### src/rtl/idct16_pair_if.sv
// idct16_pair_if: coefficient-pair input and mirrored sample-pair output bundle.
// The master side feeds coefficients; the slave side is the transform.
interface idct16_pair_if;
  logic              in_valid;
  logic signed [23:0] COEFF_A;
  logic signed [23:0] COEFF_B;
  logic [3:0]        INDEX_A;
  logic [3:0]        INDEX_B;
  logic              in_ready;
  logic [7:0]        OUTPUT_A;
  logic [7:0]        OUTPUT_B;
  logic              output_en;
  logic              overrun;

  modport master (
    output in_valid, COEFF_A, COEFF_B, INDEX_A, INDEX_B,
    input  in_ready, OUTPUT_A, OUTPUT_B, output_en, overrun
  );

  modport slave (
    input  in_valid, COEFF_A, COEFF_B, INDEX_A, INDEX_B,
    output in_ready, OUTPUT_A, OUTPUT_B, output_en, overrun
  );
endinterface

### src/rtl/idct16_pair.sv
// idct16_pair: 16-point inverse DCT, tagged coefficient pairs in, (n,15-n) samples out.
// Define IDCT_ROUND_EN for round-half-up before the final shift (default: floor).
module idct16_pair #(
  parameter int SCALE_SHIFT = 3,
  parameter int ACC_W       = 40
) (
  input logic          clk,
  input logic          reset,
  idct16_pair_if.slave bus
);
  localparam int SH = 16 + SCALE_SHIFT;

  typedef enum logic [1:0] {
    COLLECT, COMPUTE, FINAL, OUTPUT
  } state_e;

  state_e state_q, state_d;
  logic [15:0] mask_q, mask_d;
  logic signed [23:0] coef_q [16];
  logic signed [23:0] coef_d [16];
  logic [7:0] samp_q [16];
  logic [7:0] samp_d [16];
  logic signed [ACC_W-1:0] acc_a_q, acc_a_d;
  logic signed [ACC_W-1:0] acc_b_q, acc_b_d;
  logic [6:0] cnt_q, cnt_d;
  logic [3:0] oidx_q, oidx_d;
  logic in_ready_q, in_ready_d;
  logic out_en_q, out_en_d;
  logic overrun_q, overrun_d;
  logic [7:0] out_a_q, out_a_d;
  logic [7:0] out_b_q, out_b_d;

  logic [2:0] p;
  logic [3:0] k;
  logic signed [9:0] cos_c;
  logic signed [ACC_W-1:0] prod, sum_a, sum_b;

  // C[p][k] = round(256*cos((2p+1)k*pi/32)), folded onto a quarter-wave table
  function automatic logic signed [9:0] cos_rom(
    input logic [2:0] pp,
    input logic [3:0] kk
  );
    logic [5:0] m;
    logic [4:0] j;
    logic       neg;
    logic [8:0] t;
    m   = {2'b0, pp, 1'b1} * {2'b0, kk};
    neg = 1'b0;
    if (m <= 6'd16) begin
      j = m[4:0];
    end else if (m <= 6'd32) begin
      j = 5'(6'd32 - m);
      neg = 1'b1;
    end else if (m <= 6'd48) begin
      j = 5'(m - 6'd32);
      neg = 1'b1;
    end else begin
      j = 5'(7'd64 - {1'b0, m});
    end
    case (j)
      5'd0:  t = 9'd256;
      5'd1:  t = 9'd255;
      5'd2:  t = 9'd251;
      5'd3:  t = 9'd245;
      5'd4:  t = 9'd237;
      5'd5:  t = 9'd226;
      5'd6:  t = 9'd213;
      5'd7:  t = 9'd198;
      5'd8:  t = 9'd181;
      5'd9:  t = 9'd162;
      5'd10: t = 9'd142;
      5'd11: t = 9'd121;
      5'd12: t = 9'd98;
      5'd13: t = 9'd74;
      5'd14: t = 9'd50;
      5'd15: t = 9'd25;
      default: t = 9'd0;
    endcase
    if (kk == 4'd0) return 10'sd181;
    return neg ? -$signed({1'b0, t}) : $signed({1'b0, t});
  endfunction

  function automatic logic [7:0] sat(input logic signed [ACC_W-1:0] acc);
    logic signed [ACC_W-1:0] r, s;
`ifdef IDCT_ROUND_EN
    r = acc + (ACC_W'(1) << (SH - 1));
`else
    r = acc;
`endif
    s = r >>> SH;
    if (s[ACC_W-1]) return 8'd0;
    if (|s[ACC_W-2:8]) return 8'd255;
    return s[7:0];
  endfunction

  always_comb begin
    state_d    = state_q;
    mask_d     = mask_q;
    coef_d     = coef_q;
    samp_d     = samp_q;
    acc_a_d    = acc_a_q;
    acc_b_d    = acc_b_q;
    cnt_d      = cnt_q;
    oidx_d     = oidx_q;
    in_ready_d = in_ready_q;
    out_en_d   = 1'b0;
    out_a_d    = out_a_q;
    out_b_d    = out_b_q;
    overrun_d  = bus.in_valid & ~in_ready_q;
    p     = cnt_q[6:4];
    k     = cnt_q[3:0];
    cos_c = cos_rom(p, k);
    prod  = ACC_W'(coef_q[k]) * ACC_W'(cos_c);
    sum_a = acc_a_q + prod;
    // odd k flips sign for the mirrored sample 15-p
    sum_b = k[0] ? acc_b_q - prod : acc_b_q + prod;
    unique case (state_q)
      COLLECT: begin
        if (bus.in_valid) begin
          coef_d[bus.INDEX_A] = bus.COEFF_A;
          coef_d[bus.INDEX_B] = bus.COEFF_B;
          mask_d = mask_q
                 | (16'd1 << bus.INDEX_A)
                 | (16'd1 << bus.INDEX_B);
          if (&mask_d) begin
            state_d    = COMPUTE;
            in_ready_d = 1'b0;
            cnt_d      = '0;
          end
        end
      end
      COMPUTE: begin
        cnt_d = cnt_q + 7'd1;
        if (k == 4'd15) begin
          samp_d[{1'b0, p}]  = sat(sum_a);
          samp_d[~{1'b0, p}] = sat(sum_b);
          acc_a_d = '0;
          acc_b_d = '0;
          if (p == 3'd7) state_d = FINAL;
        end else begin
          acc_a_d = sum_a;
          acc_b_d = sum_b;
        end
      end
      FINAL: begin
        state_d = OUTPUT;
        oidx_d  = '0;
      end
      OUTPUT: begin
        if (oidx_q[3]) begin
          state_d    = COLLECT;
          mask_d     = '0;
          in_ready_d = 1'b1;
        end else begin
          out_en_d = 1'b1;
          out_a_d  = samp_q[{1'b0, oidx_q[2:0]}];
          out_b_d  = samp_q[~{1'b0, oidx_q[2:0]}];
          oidx_d   = oidx_q + 4'd1;
        end
      end
      default: state_d = COLLECT;
    endcase
  end

  always_ff @(posedge clk or negedge reset) begin
    if (!reset) begin
      state_q    <= COLLECT;
      mask_q     <= '0;
      coef_q     <= '{default: '0};
      samp_q     <= '{default: '0};
      acc_a_q    <= '0;
      acc_b_q    <= '0;
      cnt_q      <= '0;
      oidx_q     <= '0;
      in_ready_q <= 1'b1;
      out_en_q   <= 1'b0;
      overrun_q  <= 1'b0;
      out_a_q    <= '0;
      out_b_q    <= '0;
    end else begin
      state_q    <= state_d;
      mask_q     <= mask_d;
      coef_q     <= coef_d;
      samp_q     <= samp_d;
      acc_a_q    <= acc_a_d;
      acc_b_q    <= acc_b_d;
      cnt_q      <= cnt_d;
      oidx_q     <= oidx_d;
      in_ready_q <= in_ready_d;
      out_en_q   <= out_en_d;
      overrun_q  <= overrun_d;
      out_a_q    <= out_a_d;
      out_b_q    <= out_b_d;
    end
  end

  assign bus.in_ready  = in_ready_q;
  assign bus.output_en = out_en_q;
  assign bus.overrun   = overrun_q;
  assign bus.OUTPUT_A  = out_a_q;
  assign bus.OUTPUT_B  = out_b_q;
endmodule

### src/flat_wrapper.sv
// flat-port wrapper written by rule: the top's interface ports become plain ports
module idct16_pair_flat 
#(
  parameter int SCALE_SHIFT = 3,
  parameter int ACC_W       = 40
)
  (clk, reset, bus_in_valid, bus_COEFF_A, bus_COEFF_B, bus_INDEX_A, bus_INDEX_B, bus_in_ready, bus_OUTPUT_A, bus_OUTPUT_B, bus_output_en, bus_overrun);
  idct16_pair_if bus_i ();
  input logic clk;
  input logic reset;
  input wire logic [$bits(bus_i.in_valid)-1:0] bus_in_valid;
  input wire logic [$bits(bus_i.COEFF_A)-1:0] bus_COEFF_A;
  input wire logic [$bits(bus_i.COEFF_B)-1:0] bus_COEFF_B;
  input wire logic [$bits(bus_i.INDEX_A)-1:0] bus_INDEX_A;
  input wire logic [$bits(bus_i.INDEX_B)-1:0] bus_INDEX_B;
  output wire logic [$bits(bus_i.in_ready)-1:0] bus_in_ready;
  output wire logic [$bits(bus_i.OUTPUT_A)-1:0] bus_OUTPUT_A;
  output wire logic [$bits(bus_i.OUTPUT_B)-1:0] bus_OUTPUT_B;
  output wire logic [$bits(bus_i.output_en)-1:0] bus_output_en;
  output wire logic [$bits(bus_i.overrun)-1:0] bus_overrun;
  assign bus_i.in_valid = bus_in_valid;
  assign bus_i.COEFF_A = bus_COEFF_A;
  assign bus_i.COEFF_B = bus_COEFF_B;
  assign bus_i.INDEX_A = bus_INDEX_A;
  assign bus_i.INDEX_B = bus_INDEX_B;
  assign bus_in_ready = bus_i.in_ready;
  assign bus_OUTPUT_A = bus_i.OUTPUT_A;
  assign bus_OUTPUT_B = bus_i.OUTPUT_B;
  assign bus_output_en = bus_i.output_en;
  assign bus_overrun = bus_i.overrun;
  idct16_pair #(.SCALE_SHIFT(SCALE_SHIFT), .ACC_W(ACC_W)) u_core (.clk(clk), .reset(reset), .bus(bus_i));
endmodule
### config.mk
export PLATFORM = sky130hd
export DESIGN_NAME = idct16_pair_flat
export DESIGN_NICKNAME = d
export VERILOG_FILES = /design/src/rtl/idct16_pair_if.sv /design/src/rtl/idct16_pair.sv /design/src/flat_wrapper.sv
export SDC_FILE = /design/constraint.sdc
export NUM_CORES = 2
export LEC_CHECK = 0
export CAP_MARGIN = 20
export CORE_MARGIN = 4
export CORE_UTILIZATION = 55
export CTS_BUF_LIST = sky130_fd_sc_hd__clkbuf_4 sky130_fd_sc_hd__clkbuf_8
export DETAILED_ROUTE_END_ITERATION = 6
export PLACE_DENSITY = 0.75
export SLEW_MARGIN = 20
export SYNTH_ARGS = -nofsm -noshare
export SYNTH_HDL_FRONTEND = slang
export SYNTH_SLANG_ARGS = --single-unit
### constraint.sdc
create_clock -name clk -period 38.3 [get_ports clk]
set_clock_uncertainty 0.15 [all_clocks]
set_input_delay 9.575 -clock clk [delete_from_list [all_inputs] [get_ports clk]]
set_output_delay 9.575 -clock clk [all_outputs]
set_load 0.01 [all_outputs]
==> Word level (Yosys, flattened, before mapping) <==
Memory sizes are Yosys's and may differ from the RTL's.
Index checks and enable logic that the tools add are counted.
Widths: inputs -> output; s select.
{ "word_totals": {"regBits": 640, "latch_bits": 0, "mem_bits_rw": 0, "rom_bits": 144, "inputBits": 59, "output_inout_bits": 19, "word_cells": 198, "mem_count": 1} }
{ "memory_table": {"columns": ["memory", "words", "width", "rd", "rd_clocked_by_memory_dff", "write_ports", "line_no", "source"], "rows": [
  ["(no name shown)", 16, 9, 1, 0, 0, "idct16_pair.sv:60", "case (j)"]
]} }
{ "op_classes": {"n_addsub": 9, "mul": 2, "div": 0, "n_lt_le_gt_ge": 14, "eq_ne": 11, "n_shift": 2, "mux": 81, "n_bitwise": 14, "reduce_logical": 20} }
{ "op_table": {"columns": ["op", "count"], "rows": [
  ["$bwmux 384", 2],
  ["$bwmux 128", 2],
  ["$demux 24 s4", 2],
  ["$mux 8", 18],
  ["$mux 40", 3],
  ["$bmux 24 s4", 1],
  ["$mux 24", 4],
  ["$add 40x40->40", 2],
  ["$bmux 8 s4", 2],
  ["$demux 8 s4", 2],
  ["$sub 40x40->40", 1],
  ["$ge 5x5->1 const B", 7],
  ["$mul 24x10->34", 1],
  ["$mux 16", 2],
  ["$or 16x16->16", 2],
  ["$pmux 16 s2", 1],
  ["$shl 1x4->16 const A", 2],
  ["$mux 10", 3],
  ["$reduce_or 13->1", 2],
  ["$not 4->5", 5],
  ["$mux 1", 23],
  ["$lt 5x1->1 const B", 4],
  ["$reduce_and 16->1", 1],
  ["$mux 5", 3],
  ["34 further kinds", 58]
]} }

==> Logic depth before layout (Yosys ltp) <==
An unclocked memory read counts as a cell.
{ "logic_depth": {"word_depth": 24, "mapped_depth": 66, "depth_no_buf": 57} }

==> Worst setup path after synthesis <==
No wires, ideal clock.
{ "synth_timing": {"kind": "register to register", "startpoint": "reg u_core.cnt_q[0]", "endpoint": "reg u_core.samp_q[13] (netlist bit)", "setup_ns": 0.137, "arrival_time_ns": 15.361, "required_time_ns": 38.013, "slack_ns": 22.652, "path_stages_with_launch": 59, "path_buffers": 10, "synth_period_minus_slack_ns": 15.648, "path_cell_list": "dfrtp_1 -> clkbuf_1 -> clkbuf_1 -> buf_1 -> buf_1 -> clkbuf_1 -> clkbuf_1 -> nand2_1 -> fa_1 -> inv_1 -> fa_1 -> xnor2_1 -> nand2_1 -> nor3_1 -> a2111oi_0 -> and2_1 -> buf_2 -> inv_1 -> (+23 left out) -> nand4bb_1 -> a2111oi_1 -> nand4_1 -> o31a_1 -> xnor2_1 -> ha_1 -> clkbuf_1 -> nand4_1 -> o221ai_1 -> a31oi_1 -> o41ai_1 -> a21o_1 -> or4b_1 -> a31oi_1 -> nand4_1 -> or3_1 -> nor2_1 -> o31ai_2"} }
{ "synth_between": {"elab_chain_cells": 23, "word_cells_on_any_way": 59, "cone_classes": "add/sub: 7; mul: 2; order compare: 3; eq/ne: 1; mux: 40; bitwise: 1; reduce/logical: 4; memory: 1"} }
{ "synth_lines": {"columns": ["item", "line_no", "source"], "rows": [
  ["start, declared", "idct16_pair.sv:25", "logic [6:0] cnt_q, cnt_d;"],
  ["start signal, assigned", "idct16_pair.sv:187", "cnt_q <= cnt_d;"],
  ["$mul 4x4->6", "idct16_pair.sv:47", "m = {2'b0, pp, 1'b1} * {2'b0, kk};"],
  ["$sub 1x5->5, or another cell as far along", "idct16_pair.sv:52, idct16_pair.sv:58", null],
  ["$mux 5", "idct16_pair.sv:54", "end else if (m <= 6'd48) begin"],
  ["$mux 5", "idct16_pair.sv:51", "end else if (m <= 6'd32) begin"],
  ["$mux 5", "idct16_pair.sv:49", "if (m <= 6'd16) begin"],
  ["$mem_v2 16x9", null, null],
  ["$mux 9", "idct16_pair.sv:60", null],
  ["$neg 9->10", "idct16_pair.sv:80", "return neg ? -$signed({1'b0, t}) : $signed({1'b0, t});"],
  ["(+7 left out)", null, null],
  ["$mux 1, on equally long branches", "idct16_pair.sv:134, idct16_pair.sv:92", null],
  ["$mux 1, on equally long branches", "idct16_pair.sv:117, idct16_pair.sv:134", null],
  ["$mux 8 or $mux 1 (tied branches)", "idct16_pair.sv:93, idct16_pair.sv:117", null],
  ["$mux 8, on equally long branches", "idct16_pair.sv:92, idct16_pair.sv:93", null],
  ["$mux 8, on equally long branches", "idct16_pair.sv:134, idct16_pair.sv:92", null],
  ["$mux 8, on equally long branches", "idct16_pair.sv:117, idct16_pair.sv:134", null],
  ["$bwmux 128 or $mux 8 (tied branches)", "idct16_pair.sv:135, idct16_pair.sv:117", null],
  ["$bwmux 128", "idct16_pair.sv:136", "samp_d[~{1'b0, p}] = sat(sum_b);"],
  ["end signal, assigned", "idct16_pair.sv:184", "samp_q <= samp_d;"],
  ["end, declared", "idct16_pair.sv:21", "logic [7:0] samp_q [16];"]
]} }
Several ways; a longest one is shown, not always the timed one. The select of a mux whose other input is x is not followed.
A chain may end at the register's enable or synchronous reset.

==> Worst setup path after layout <==
{ "layout_timing": {"startpoint": "reg u_core.cnt_q[1]", "endpoint": "reg u_core.samp_q[14] (netlist bit)"} }
The elaborated chain is that of the path after synthesis.

==> reports/metrics.yaml <==
run_status:
  status: "finished clean"
grt:
  grt_max_degree: 185
  grt_pass1_wl_mm: 210
  grt_overflow_total: 0
  grt_usage: 0.293
  antenna_found_initial: 5
  grt_pass1_vias: 37495
sta:
  setup_slack_ns: 21.25
  slew_headroom: 0.227
  rsz0062_at_grt: "false"
  max_freq_mhz: 58.6
  finalCriticalPeriod_ns: 17.05
  period_share: 0.445
  setup_viol: 0
  drv_slew: 0
  hold_violations: 0
  tightest_slew_ns: 1.16
  hold_slack_ns: 0.326
  fin_setup_tns_ns: 0
cells_and_area:
  drive_gt1_frac: 0.129
  fill_cells: 7101
  area_delta_synth_final_pct: 8.95
  num-nets-final: 5098
logic_synthesis:
  syn_inst: 4739
  synthTopCellsByArea: "dfrtp_1 34%, fa_1 8.9%, mux2i_1 8.7%"
  synth_cell_types: 100
  synthArstFlopShare: 1.00
  ys_warn_count: 0
  ys_ff_latch: 640
  yosysTopAreaCellShare: 0.339
  syn_area_per_cell_um2: 9.94
  syn_nets: 5177
  synth_top_cell_by_area: "dfrtp_1"
  synth_edf_count: 0
  syn-cell-area_mm2: 0.0471
  synthFlopType: "dfrtp_1"
  ys_seq_area_frac: 0.340
  yosys-top-cells-count: "639 x dfrtp_1, 569 x nand2_1, 408 x mux2i_1, 386 x o21ai_0, 286 x a21oi_1"
  yosysMostFrequentCell: "dfrtp_1"
clock_network:
  clkSlewWorstSetupHoldPaths_ns: 0.06
  cts_buffer_depth: 3
  clk-insertion-delay-late_ns: 0.81
  ctsResizeCount: 0
  holdBufCountCts: 0
  tritoncts: "yes"
  clock-root-buffer: "clkbuf_8"
  htreeDepth: 3
  cts_made_buffers: 110
  postCtsSetupRepairBufs: 0
  clock_sinks: 640
route:
  drc: 0
  finalWirelength_mm: 132
  drt_iter0_drc: 2919
  ant_nets: 0
  post_drt_wl_per_cell_um: 22.4
  vias_per_cell: 6.24
  firstDrtPassIters: 5
  num_vias: 36806
floorplanning:
  die_y_um: 301
  initial_core_util: 0.554
  rows: 107
  io_pins: 78
  die_area_mm2: 0.0904
  die_w_um: 301
  core_mm2: 0.0850
placed_design:
  place_ws_ns: 21.59
  hpwl_mm: 84.3
  portBuffers: 77
  gp_congestion: 0.941
worst_setup_path:
  critPathSlowestCell: "dfrtp_4"
  setup.worst_path.end_class: "flip-flop"
  r2r_cells: 49
  critPathMaxFanout: 55
  crit_top_cell: "fa_1"
  arrival_ns: 17.52
  required_ns: 38.77
  worstSetupPathType: "reg -> reg"
  slowest_delay_ns: 1.02
  cp-start-kind: "flip-flop"
worst_hold_path:
  min_path_cells: 2
  hold_path.class: "reg -> reg"
run:
  maxCapViolCount: 0
## layout make-up
cell class | count | area, um^2 | share of cell area
Timing Repair Buffer | 137 | 1290 | 0.0251
Clock inverter | 23 | 272 | 0.00529
Tap cell | 1144 | 1430 | 0.0279
Multi-Input combinational cell | 3528 | 29200 | 0.568
Clock buffer | 177 | 2240 | 0.0437
Sequential cell | 640 | 16000 | 0.312
Antenna cell | 3 | 7.51 | 0.000146
Inverter | 243 | 912 | 0.0178
## kinds of logic after synthesis
group                      count (synthesis)  synth area share
AOI/OAI and AO/OA                       1059             0.141
muxes                                    679             0.188
adders and majority gates                379             0.134
and+or+nand+nor                         1276             0.125
buffers and inverters                    571            0.0459
DFF                                      640             0.340
xor gates and xnor gates                 135            0.0265
## cell usage in the layout (no fill, tap or decap), drive strengths merged, types with 33 or more instances in the layout
cell | netlist | final
dfrtp | 639 | 639
nand2 | 569 | 569
mux2i | 409 | 409
o21ai | 396 | 396
a21oi | 295 | 295
nor2 | 280 | 280
inv | 242 | 246
fa | 209 | 209
clkbuf | 280 | 177
ha | 170 | 170
mux4 | 148 | 148
mux2 | 122 | 122
xnor2 | 107 | 107
clkdlybuf4s50 | 0 | 76
nor2b | 73 | 73
and2 | 71 | 71
buf | 48 | 61
nand3 | 59 | 59
a21o | 52 | 52
nor3 | 42 | 42
a22o | 39 | 39
nand2b | 33 | 33
## sequential cells by signal, indices dropped and copies added (netlist names)
signal,cells
u_core.coef_q,384
u_core.samp_q,128
u_core.acc_a_q,40
u_core.acc_b_q,40
u_core.mask_q,16
u_core.bus.OUTPUT_A,8
u_core.bus.OUTPUT_B,8
u_core.cnt_q,7
u_core.oidx_q,4
u_core.state_q,2
u_core.bus.in_ready,1
u_core.bus.output_en,1
u_core.bus.overrun,1
## final timing paths
kind	start	to	slack (ns)
worst max-delay path	u_core.cnt_q[1]$_DFFE_PN0P_	u_core.samp_q[14]$_DFFE_PN0P_	21.25
worst min-delay path	u_core.bus.OUTPUT_A[4]$_DFFE_PN0P_	u_core.bus.OUTPUT_A[4]$_DFFE_PN0P_	0.33
worst max register to register	u_core.cnt_q[1]$_DFFE_PN0P_	u_core.samp_q[14]$_DFFE_PN0P_	21.25
worst min register to register	u_core.bus.OUTPUT_A[4]$_DFFE_PN0P_	u_core.bus.OUTPUT_A[4]$_DFFE_PN0P_	0.33
max in group asynchronous	reset	u_core.coef_q[103]$_DFFE_PN0P_	26.11
min in group asynchronous	reset	u_core.acc_a_q[12]$_DFFE_PN0P_	8.63
## critical path, delay by kind of cell, from the launching register on
kind / cells / cell delay, ns
compound gates: 9 / 3.28
xor+xnor: 4 / 1.01
fa+ha+maj: 11 / 5.00
buf+inv: 5 / 0.38
flops: 1 / 1.02
mux: 2 / 1.25
simple gates: 18 / 4.77
## layer usage
metal,global-route usage,up-vias,part of all wire
met2,0.478,1480,0.48
met5,0,-,0.000053
li1,-,16624,-
met4,0.130,2,0.044
met1,0.387,18313,0.41
met3,0.0508,387,0.071
## per-stage QoR
step	cells	area, um^2	utilization
2_1_floorplan	4739	47100	-
3_3_place_gp	5690	48700	0.573
3_5_place_dp	5691	48800	0.573
4_1_cts	5891	51300	0.603
5_1_grt	5894	51300	0.604
6_report	5895	51300	0.604
Power is not shown: default switching activity piles up to over one toggle a cycle in this logic, so the estimate is an artifact.
